==> src/rtl/state_ldm_transfer_pkg.sv <==
// Shared types and constants for the off-chip LDM state-vector transfer block.
package state_ldm_transfer_pkg;

    // One complex amplitude: real part in the upper half, imaginary part in the lower half.
    localparam int STATE_DATA_WIDTH = 64;
    localparam int AMP_PART_WIDTH   = STATE_DATA_WIDTH / 2;

    typedef struct packed {
        logic [AMP_PART_WIDTH-1:0] re_part;
        logic [AMP_PART_WIDTH-1:0] im_part;
    } amplitude_t;

    // Transfer controller states.
    typedef enum logic [2:0] {
        ST_IDLE  = 3'd0,
        ST_LOAD  = 3'd1,
        ST_STORE = 3'd2,
        ST_DRAIN = 3'd3,
        ST_DONE  = 3'd4
    } xfer_state_t;

    // Output FIFO depth; the read credit limit equals this depth.
    localparam int OUT_FIFO_DEPTH = 2;

endpackage

==> src/rtl/ldm_out_fifo.sv <==
// Two-entry synchronous FIFO buffering LDM read data on its way off-chip.
module ldm_out_fifo
    import state_ldm_transfer_pkg::*;
(
    input  logic       clk,
    input  logic       rst,
    input  logic       push_i,
    input  amplitude_t push_data_i,
    input  logic       pop_i,
    output amplitude_t pop_data_o,
    output logic [1:0] count_o,
    output logic       empty_o,
    output logic       full_o
);

    amplitude_t mem_q [OUT_FIFO_DEPTH];
    logic       wr_ptr_q;
    logic       rd_ptr_q;
    logic [1:0] count_q;
    logic [1:0] count_d;
    logic       do_push;
    logic       do_pop;

    // Qualify push/pop against occupancy and compute the next count.
    always_comb begin
        // NOTE: every signal written here gets a default first, so no path can infer a latch.
        do_push = push_i && (count_q != 2'd2);
        do_pop  = pop_i && (count_q != 2'd0);
        count_d = count_q;
        if (do_push && !do_pop) begin
            count_d = count_q + 2'd1;
        end else if (do_pop && !do_push) begin
            count_d = count_q - 2'd1;
        end
    end

    // Pointer and count registers; reset flushes the FIFO.
    always_ff @(posedge clk) begin
        // NOTE: sequential state uses non-blocking assignments so all registers update together.
        if (rst) begin
            wr_ptr_q <= 1'b0;
            rd_ptr_q <= 1'b0;
            count_q  <= 2'd0;
        end else begin
            if (do_push) wr_ptr_q <= ~wr_ptr_q;
            if (do_pop)  rd_ptr_q <= ~rd_ptr_q;
            count_q <= count_d;
        end
    end

    // Storage write.
    always_ff @(posedge clk) begin
        // NOTE: storage is deliberately not reset; the count alone says which entries are valid.
        if (do_push) begin
            mem_q[wr_ptr_q] <= push_data_i;
        end
    end

    assign pop_data_o = mem_q[rd_ptr_q];
    assign count_o    = count_q;
    assign empty_o    = (count_q == 2'd0);
    assign full_o     = (count_q == 2'd2);

endmodule

==> src/rtl/state_ldm_transfer.sv <==
// Off-chip side of the PE LDM port: loads a state vector into the PE LDMs and
// streams it back out with valid/ready backpressure.
module state_ldm_transfer
    import state_ldm_transfer_pkg::*;
#(
    parameter int PE_NUM_WIDTH     = 2,
    parameter int PE_NUM           = 4,
    parameter int MAX_QBIT_WIDTH   = 6,
    parameter int STATE_ADDR_WIDTH = 16,
    parameter int LA_W             = PE_NUM_WIDTH + STATE_ADDR_WIDTH
) (
    input  logic                                 clk,
    input  logic                                 rst,
    input  logic                                 i_load_start,
    input  logic                                 i_store_start,
    input  logic [MAX_QBIT_WIDTH-1:0]            i_qbit_num,
    input  logic                                 i_in_valid,
    input  logic [STATE_DATA_WIDTH-1:0]          i_in_data,
    output logic                                 o_in_ready,
    output logic                                 o_ldm_en,
    output logic                                 o_ldm_we,
    output logic [LA_W-1:0]                      o_ldm_addr,
    output logic [STATE_DATA_WIDTH-1:0]          o_ldm_data,
    input  logic [PE_NUM*STATE_DATA_WIDTH-1:0]   i_ldm_rdata,
    output logic                                 o_out_valid,
    output logic [STATE_DATA_WIDTH-1:0]          o_out_data,
    input  logic                                 i_out_ready,
    output logic                                 o_done_state_transfer,
    output logic                                 o_done_store,
    output logic                                 o_busy
);

    // Counters are one bit wider than the address so k can reach N = 2^LA_W.
    localparam int CW = LA_W + 1;
    localparam int DW = STATE_DATA_WIDTH;

    xfer_state_t               state_q;
    xfer_state_t               state_d;
    logic [CW-1:0]             k_q;
    logic [CW-1:0]             n_q;
    logic [CW-1:0]             pop_cnt_q;
    logic                      load_mode_q;
    logic                      inflight_q;
    logic [PE_NUM_WIDTH-1:0]   pe_sel_q;

    logic [MAX_QBIT_WIDTH-1:0] qbit_clamped;
    logic [CW-1:0]             n_start;
    logic                      accept_load;
    logic                      accept_store;
    logic                      load_beat;
    logic                      rd_issue;
    logic [LA_W-1:0]           rd_addr;
    logic                      pop;
    logic [2:0]                occupancy;
    logic                      credit_ok;
    logic                      last_load;
    logic                      last_issue;
    logic                      last_pop;

    amplitude_t                fifo_wdata;
    amplitude_t                fifo_rdata;
    logic [1:0]                fifo_count;
    logic                      fifo_empty;
    logic                      fifo_full;

    // Transfer length N = 2^qbit, with qbit clamped so N never exceeds the address space.
    always_comb begin
        qbit_clamped = i_qbit_num;
        if (int'(i_qbit_num) > LA_W) begin
            qbit_clamped = MAX_QBIT_WIDTH'(LA_W);
        end
        n_start = CW'(1) << qbit_clamped;
    end

    // Start acceptance, handshakes and the read-credit rule.
    always_comb begin
        accept_load  = (state_q == ST_IDLE) && i_load_start;
        accept_store = (state_q == ST_IDLE) && !i_load_start && i_store_start;
        load_beat    = (state_q == ST_LOAD) && i_in_valid;
        pop          = !fifo_empty && i_out_ready;
        // Entries that will be buffered or still arriving after this cycle's pop.
        occupancy    = {1'b0, fifo_count} + {2'b00, inflight_q} - {2'b00, pop};
        credit_ok    = (occupancy < 3'd2) && !(fifo_full && !pop);
        // The first store read goes out in the accepting cycle so data shows up
        // two cycles after the start pulse; the FIFO is always empty then.
        rd_issue     = accept_store
                       || ((state_q == ST_STORE) && (k_q < n_q) && credit_ok);
        rd_addr      = accept_store ? '0 : k_q[LA_W-1:0];
        last_load    = load_beat && (k_q == n_q - CW'(1));
        last_issue   = (state_q == ST_STORE) && rd_issue && (k_q == n_q - CW'(1));
        last_pop     = pop && (pop_cnt_q == n_q - CW'(1));
        fifo_wdata   = i_ldm_rdata[int'(pe_sel_q) * DW +: DW];
    end

    // State register.
    always_ff @(posedge clk) begin
        if (rst) begin
            state_q <= ST_IDLE;
        end else begin
            state_q <= state_d;
        end
    end

    // Next-state logic.
    always_comb begin
        state_d = state_q;
        case (state_q)
            ST_IDLE: begin
                if (accept_load) begin
                    state_d = ST_LOAD;
                end else if (accept_store) begin
                    // A one-beat store has already issued its only read.
                    state_d = (n_start == CW'(1)) ? ST_DRAIN : ST_STORE;
                end
            end
            ST_LOAD:  if (last_load)  state_d = ST_DONE;
            ST_STORE: if (last_issue) state_d = ST_DRAIN;
            ST_DRAIN: if (last_pop)   state_d = ST_DONE;
            ST_DONE:  state_d = ST_IDLE;
            default:  state_d = ST_IDLE;
        endcase
    end

    // Index, length, pop counters and the single in-flight read tracker.
    always_ff @(posedge clk) begin
        if (rst) begin
            k_q         <= '0;
            n_q         <= '0;
            pop_cnt_q   <= '0;
            load_mode_q <= 1'b0;
            inflight_q  <= 1'b0;
            pe_sel_q    <= '0;
        end else begin
            inflight_q <= rd_issue;
            if (rd_issue) begin
                pe_sel_q <= rd_addr[LA_W-1 -: PE_NUM_WIDTH];
            end
            if (accept_load || accept_store) begin
                // k starts at 0; a store has already consumed index 0 on accept.
                k_q         <= accept_store ? CW'(1) : '0;
                n_q         <= n_start;
                pop_cnt_q   <= '0;
                load_mode_q <= accept_load;
            end else begin
                if (load_beat || rd_issue) k_q <= k_q + CW'(1);
                if (pop)                   pop_cnt_q <= pop_cnt_q + CW'(1);
            end
        end
    end

    ldm_out_fifo u_out_fifo (
        .clk         (clk),
        .rst         (rst),
        .push_i      (inflight_q),
        .push_data_i (fifo_wdata),
        .pop_i       (pop),
        .pop_data_o  (fifo_rdata),
        .count_o     (fifo_count),
        .empty_o     (fifo_empty),
        .full_o      (fifo_full)
    );

    // Output decode: LDM strobes, stream handshakes and done pulses.
    always_comb begin
        o_in_ready            = 1'b0;
        o_ldm_en              = 1'b0;
        o_ldm_we              = 1'b0;
        o_ldm_addr            = '0;
        o_ldm_data            = '0;
        o_done_state_transfer = 1'b0;
        o_done_store          = 1'b0;
        o_busy                = (state_q != ST_IDLE);
        o_out_valid           = !fifo_empty;
        o_out_data            = fifo_empty ? '0 : fifo_rdata;
        if (state_q == ST_LOAD) begin
            o_in_ready = 1'b1;
            if (i_in_valid) begin
                o_ldm_en   = 1'b1;
                o_ldm_we   = 1'b1;
                o_ldm_addr = k_q[LA_W-1:0];
                o_ldm_data = i_in_data;
            end
        end
        if (rd_issue) begin
            o_ldm_en   = 1'b1;
            o_ldm_addr = rd_addr;
        end
        if (state_q == ST_DONE) begin
            o_done_state_transfer = load_mode_q;
            o_done_store          = !load_mode_q;
        end
    end

endmodule
==> config.mk <==
export PLATFORM = sky130hd
export DESIGN_NAME = state_ldm_transfer
export DESIGN_NICKNAME = d
export VERILOG_FILES = /design/src/rtl/state_ldm_transfer_pkg.sv /design/src/rtl/ldm_out_fifo.sv /design/src/rtl/state_ldm_transfer.sv
export SDC_FILE = /design/constraint.sdc
export NUM_CORES = 1
export LEC_CHECK = 0
export ABC_AREA = 1
export BUFFER_PORTS_ARGS = -buffer_cell sky130_fd_sc_hd__buf_2
export CAP_MARGIN = 20
export CORE_AREA = 2 2 186 188
export DETAILED_ROUTE_END_ITERATION = 16
export DIE_AREA = 0 0 188 190
export PLACE_DENSITY = 0.63
export SLEW_MARGIN = 20
export SYNTH_ARGS = -nofsm -noshare
export SYNTH_HDL_FRONTEND = slang
export SYNTH_SLANG_ARGS = --single-unit
==> constraint.sdc <==
create_clock -name clk -period 5.05 [get_ports clk]
set_input_delay 0.2525 -clock clk [delete_from_list [all_inputs] [get_ports clk]]
set_output_delay 0.2525 -clock clk [all_outputs]
set_load 0.03 [all_outputs]
Yosys cells after proc, flatten, opt, wreduce, memory -nomap -nowiden
Memories as Yosys holds them, arrays and structs flattened. A register that Yosys moved wholly into a read port is not among the register bits.
Cells that the tools add are included.
{ "word_totals": {"regBits": 68, "mem_bits_rw": 128, "out_inout_bits": 153, "elab_cells": 103, "memories": 1} }
{ "classes": {"addsub": 7, "n_lt_le_gt_ge": 3, "eq_ne": 13, "shifts": 2, "mux": 30, "n_bitwise": 2, "reduce_logical": 35} }
{ "mem_list": {"columns": ["name", "words", "width", "read_ports", "rd_clocked_by_memory_dff", "wr", "line", "text"], "rows": [
  ["u_out_fifo.mem_q", 2, 64, 1, 1, 1, "ldm_out_fifo.sv:16", "amplitude_t mem_q [OUT_FIFO_DEPTH];"]
]} }
{ "op_table": {"columns": ["cell", "count"], "rows": [
  ["$shiftx A256 B9 Y64", 1],
  ["$mux W64", 3],
  ["$mux W18", 4],
  ["$add A19 B1 Y19 const B", 2],
  ["$eq A19 B19 Y1", 2],
  ["$mux W19", 2],
  ["$eq A19 B1 Y1 const B", 1],
  ["$lt A19 B19 Y1", 1],
  ["$shl A1 B6 Y19 const A", 1],
  ["$sub A19 B1 Y19 const B", 1],
  ["$logic_and A1 B1 Y1", 17],
  ["$mux W3", 5],
  ["$mux W1", 12],
  ["$pmux W3 S4", 1],
  ["$ne A2 B2 Y1 const B", 4],
  ["$logic_not A1 Y1", 7],
  ["$eq A3 B2 Y1 const B", 2],
  ["$gt A6 B5 Y1 const B", 1],
  ["$mux W6", 1],
  ["$reduce_bool A2 Y1", 3],
  ["$mux W2", 2],
  ["$reduce_and A4 Y1", 1],
  ["$add A2 B1 Y3", 1],
  ["$eq A3 B1 Y1 const B", 1],
  ["other kinds (13)", 16]
]} }

Depth between registers and ports, before layout
{ "depth": {"ltp_word": 13, "mapped_depth": 18, "depth_no_buf": 18} }

By module
A second synthesis with hierarchy kept.
{ "unflattened": {"cells_unflattened": 1641, "hier_area_um2": 12612.1} }
{ "modules_own_cells": {"columns": ["mod", "n_inst", "cells_each", "area_each_um2", "seq_area_each_um2"], "rows": [
  ["state_ldm_transfer", 1, 1405, 7444.6, 1281.2],
  ["ldm_out_fifo", 1, 236, 5167.5, 3943.8]
]} }

Least setup slack after synthesis
Ideal clock, no wire load.
{ "synth_timing": {"path_kind": "register -> register", "startpoint": "register u_out_fifo.count_q[0], in the netlist u_out_fifo.count_o[0]", "endpoint": "memory u_out_fifo.mem_q[1][0] (netlist name), enable pin", "t_arrival_ns": 3.392, "setup_slack_ns": 1.170, "stages_incl_launch_ff": 5, "n_path_buf": 0, "synth_period_minus_slack_ns": 3.880, "cell_sequence": "dfxtp_1 -> inv_1 -> a21oi_1 -> inv_1 -> nor2_1"} }
{ "synth_between": {"elab_chain_cells": 4} }
{ "synth_lines": {"columns": ["element", "line", "text"], "rows": [
  ["from (decl)", "ldm_out_fifo.sv:19", "logic [1:0] count_q;"],
  ["from (signal assigned)", "ldm_out_fifo.sv:47", "count_q <= count_d;"],
  ["$ne A2 B2 Y1", "ldm_out_fifo.sv:27", "do_push = push_i && (count_q != 2'd2);"],
  ["$logic_and A1 B1 Y1", "ldm_out_fifo.sv:27", null],
  ["named net u_out_fifo.do_push", "ldm_out_fifo.sv:21", "logic do_push;"],
  ["$mux W1", "ldm_out_fifo.sv:54", "if (do_push) begin"],
  ["$mux W1 (implied by the code)", "ldm_out_fifo.sv:55", "mem_q[wr_ptr_q] <= push_data_i;"],
  ["to (decl)", "ldm_out_fifo.sv:16", null]
]} }
The timed path passes the listed nets, and every way through them passes these cells.

Final worst setup path
{ "layout_timing": {"startpoint": "register u_out_fifo.count_q[1], in the netlist u_out_fifo.count_o[1]", "endpoint": "output port o_ldm_addr[17]"} }
{ "layout_between": {"elab_chain_cells": 10, "word_cells_on_any_way": 14, "classes_between": "2 x add/sub; 1 x order compare; 1 x eq/ne; 1 x mux; 9 x reduce/logical"} }
{ "layout_lines": {"columns": ["element", "line", "text"], "rows": [
  ["$logic_not A2 Y1 *", "ldm_out_fifo.sv:61", "assign empty_o = (count_q == 2'd0);"],
  ["$logic_not A1 Y1 *", "state_ldm_transfer.sv:80", "pop = !fifo_empty && i_out_ready;"],
  ["$logic_and A1 B1 Y1 *", "state_ldm_transfer.sv:80", null],
  ["named net pop", "state_ldm_transfer.sv:53", "logic pop;"],
  ["branches (longest 3 deep; another with $sub A3 B1 Y3)", null, null],
  ["$logic_and A1 B1 Y1 *", "state_ldm_transfer.sv:83", "credit_ok = (occupancy < 3'd2) && !(fifo_full && !pop);"],
  ["$logic_and A1 B1 Y1 *", "state_ldm_transfer.sv:87", "|| ((state_q == ST_STORE) && (k_q < n_q) && credit_ok);"],
  ["$logic_or A1 B1 Y1 *", "state_ldm_transfer.sv:87", null],
  ["$mux W18 *", "state_ldm_transfer.sv:184", "if (rd_issue) begin"],
  ["to (decl)", "state_ldm_transfer.sv:22", "output logic [LA_W-1:0] o_ldm_addr,"]
]} }
Mark *: on every way through the listed nets, which the timed path passes.

==> impl_metrics.yaml <==
run_status:
  status: "finished, final reports clean"
detailed_routing:
  drcViolationCount: 0
  vias: 13376
  drtPass1Iterations: 5
  vias_per_cell: 5.264
  drtIter0Drc: 1284
  detail-route-antenna-nets: 0
  wl_per_cell_um: 20.11
  routed_wl_um: 51090
synthesis:
  synth_edf_count: 128
  ys.flop_type: "edfxtp_1"
  syn_area_per_cell_um2: 7.250
  ys_seq_elements: 197
  yosys_warnings: 0
  synth_top_area_share_pct: 32.37
  synthTopCellsByArea: "edfxtp_1, nand2_1, dfxtp_1"
  syn_inst: 1638
  synth_area_mm2: 0.01188
  synthArstFlopShare_pct: 0
  ys_seq_area_share_pct: 44.00
  synth_top_area_cell: "edfxtp_1"
  synth_nets: 1995
  yosysUniqueCellTypes: 39
clocking:
  clock-sinks: 197
  clock_latency_ns: 0.45
  cts_tree: "done"
  cts.clk_slew.worst_paths_ns: 0.07
  clk_path_buf_depth: 2
  postCtsHoldBufs: 0
  cts-resized-gates: 0
  cts_buffers: 17
  root_buffer: "clkbuf_16"
  cts_setup_buffers: 0
  cts_max_level: 4
pwr:
  pwr-share-seq_pct: 32.3
  p_switching_w: 0.002654
  powerDensity_mw_per_mm2: 381.0
  clock_power_share_pct: 23.0
  internal_power_w: 0.003165
  switching_share_pct: 45.61
  p_comb_share_pct: 44.7
  peakVddDrop_uv: 242.6
  p_leak_nw: 7.003
worst_setup_path:
  worstPathArrival_ns: 3.33
  cp_common_cell: "nor2_1"
  rr_startpoint: "u_out_fifo.count_o[1]$_SDFFE_PP0P_"
  r2r_end: "k_q[9]$_SDFFE_PP0P_"
  regToRegSetupSlack_ns: 1.70
  critPathMaxFanout: 22
  endpoint_kind: "output port"
  rr_worst_depth: 13
  crit_start: "u_out_fifo.count_o[1]$_SDFFE_PP0P_"
  required_ns: 4.80
  start_kind: "flop"
  crit_type: "flop to output port"
  critPathMaxStageDelay_ns: 0.45
  crit_slowest_cell: "dfxtp_1"
  crit_chain: "nor2_4 -> nor2_8 -> ha_1 -> nor2_1 -> fa_1 -> a311o_1 -> nor2_1 -> nor2_1 -> buf_4 -> nor3_1 -> buf_2"
finish:
  area_delta_synth_final_pct: 28.58
  drive_gt1_share_pct: 27.10
  final_common_cell: "buf_2"
  fillCellCount: 3492
  mostFrequentLayoutCells: "buf_2, nand2_1, nor2_1"
  nNetsFinal: 2429
floorplanning:
  row_count: 68
  die_area_mm2: 0.03572
  die_x_um: 188
  boundaryPins: 485
  die_y_um: 190
  start_util_pct: 34.98
  core-area_mm2: 0.03395
timing:
  setup_violations: 0
  slew_violations: 0
  grt_setup_unrepaired: "false"
  hold_viol: 0
  setup-tns-final_ns: 0
  finalCritPeriodShare_pct: 70.88
  slew-limit-headroom_pct: 40.98
  finalCriticalPeriod_ns: 3.579
  skew_ns: 0.01600
  tightest_slew_ns: 0.8833
  fmax_ghz: 0.2794
  hold_slack_ns: 0.2096
global_route:
  grt_pass1_wl_um: 72000
  grt.total_usage_pct: 26.97
  antenna_found_initial: 8
  grt_max_degree: 97
  globalRoute.totalOverflow: 0
  grt_pass1_vias: 12095
placed_design:
  globalplace.congestion: 0.9775
  hpwl_um: 39710
  portBuffers: 484
flow_run:
  cap_violations: 0
hold_path:
  hold_end: "inflight_q$_SDFF_PP0_"
  hold_path.class: "input port to flop"
  min_path_cells: 2
  hp-start: "rst"
==> power groups by stage <==
stage	clock (W)	sequential, W	combinational, W
final	0.00134	0.00188	0.00260
after global placement	0	0.00191	0.00257
after floorplan	0	0.00191	0.00156
after global routing	0.00143	0.00189	0.00278
after CTS	0.00137	0.00188	0.00259
after detailed placement	0	0.00192	0.00258
==> registers in the layout, summed over array words and instances, names as in the netlist, named ones only <==
name / flops
u_out_fifo.count_o: 2
pop_cnt_q: 19
inflight_q: 1
n_q: 19
k_q: 19
u_out_fifo.rd_ptr_q: 1
u_out_fifo.mem_q: 128
pe_sel_q: 2
load_mode_q: 1
state_q: 3
u_out_fifo.wr_ptr_q: 1
==> kinds of logic after synthesis <==
kind of cell	after synthesis	synth area share (%)
simple gates	856	30.19
flops	197	44.00
buf+inv	197	6.301
fa+ha+maj	25	2.697
compound gates	351	15.93
xor+xnor	12	0.8850
==> critical path: cells and delay by family (launching register included) <==
kind | cells | cell delay (ns)
DFF | 1 | 0.45
AOI/OAI and AO/OA | 1 | 0.39
adders and majority gates | 2 | 0.68
buffers and inverters | 2 | 0.47
and+or+nand+nor | 6 | 0.88
==> synth_stat cells, drive strengths merged, types with 11 or more instances <==
cell type,number
nand2,372
nor2,313
o21ai,155
edfxtp,128
inv,111
nand3,110
a21oi,108
o22ai,77
clkbuf,70
dfxtp,69
nor3,32
ha,24
buf,15
nand4,15
xor2,11
==> worst max path at each step <==
stage                                       endpoint  slack (ns)  cells after the start
floorplan           u_out_fifo.mem_q[1][0]$_DFFE_PP_        1.17                      4
global placement                k_q[16]$_SDFFE_PP0P_        1.88                     14
detailed placement               k_q[9]$_SDFFE_PP0P_        1.77                     13
CTS                                   o_ldm_addr[17]        1.45                     11
global route                          o_ldm_addr[17]        1.23                     11
finish                                o_ldm_addr[17]        1.47                     11
==> per-stage QoR <==
stage	setup slack (ns)	util (%)	total power [W]	cells	cell area [um2]
floorplan	1.170	-	0.003465	1638	11880
CTS	1.453	44.91	0.005841	2539	15250
detailed placement	1.771	43.25	0.004494	2507	14680
global route	1.228	44.98	0.006098	2541	15270
global placement	1.881	43.25	0.004485	2507	14680
finish	1.471	44.98	0.005818	2541	15270
==> layer usage <==
layer	up-vias	part of all wire [%]	GRT usage, %
met1	6222	44	37.78
met3	83	11	8.799
met2	664	43	39.34
met5	-	0.025	0
met4	2	2.7	8.237
li1	6405	-	-
==> final cells by class <==
| class | count | area, um2 | area share [%] |
|---|---|---|---|
| repair buffers | 500 | 2555 | 16.73 |
| multi-input cells | 1244 | 5922 | 38.78 |
| clock inverters | 9 | 91.34 | 0.5982 |
| diodes | 1 | 2.502 | 0.01639 |
| well taps | 455 | 569.3 | 3.728 |
| clock buffers | 23 | 474.2 | 3.106 |
| inverters | 112 | 424.2 | 2.778 |
| flip-flops and latches | 197 | 5231 | 34.26 |
Note: power is estimated with default switching activity, not from simulation.
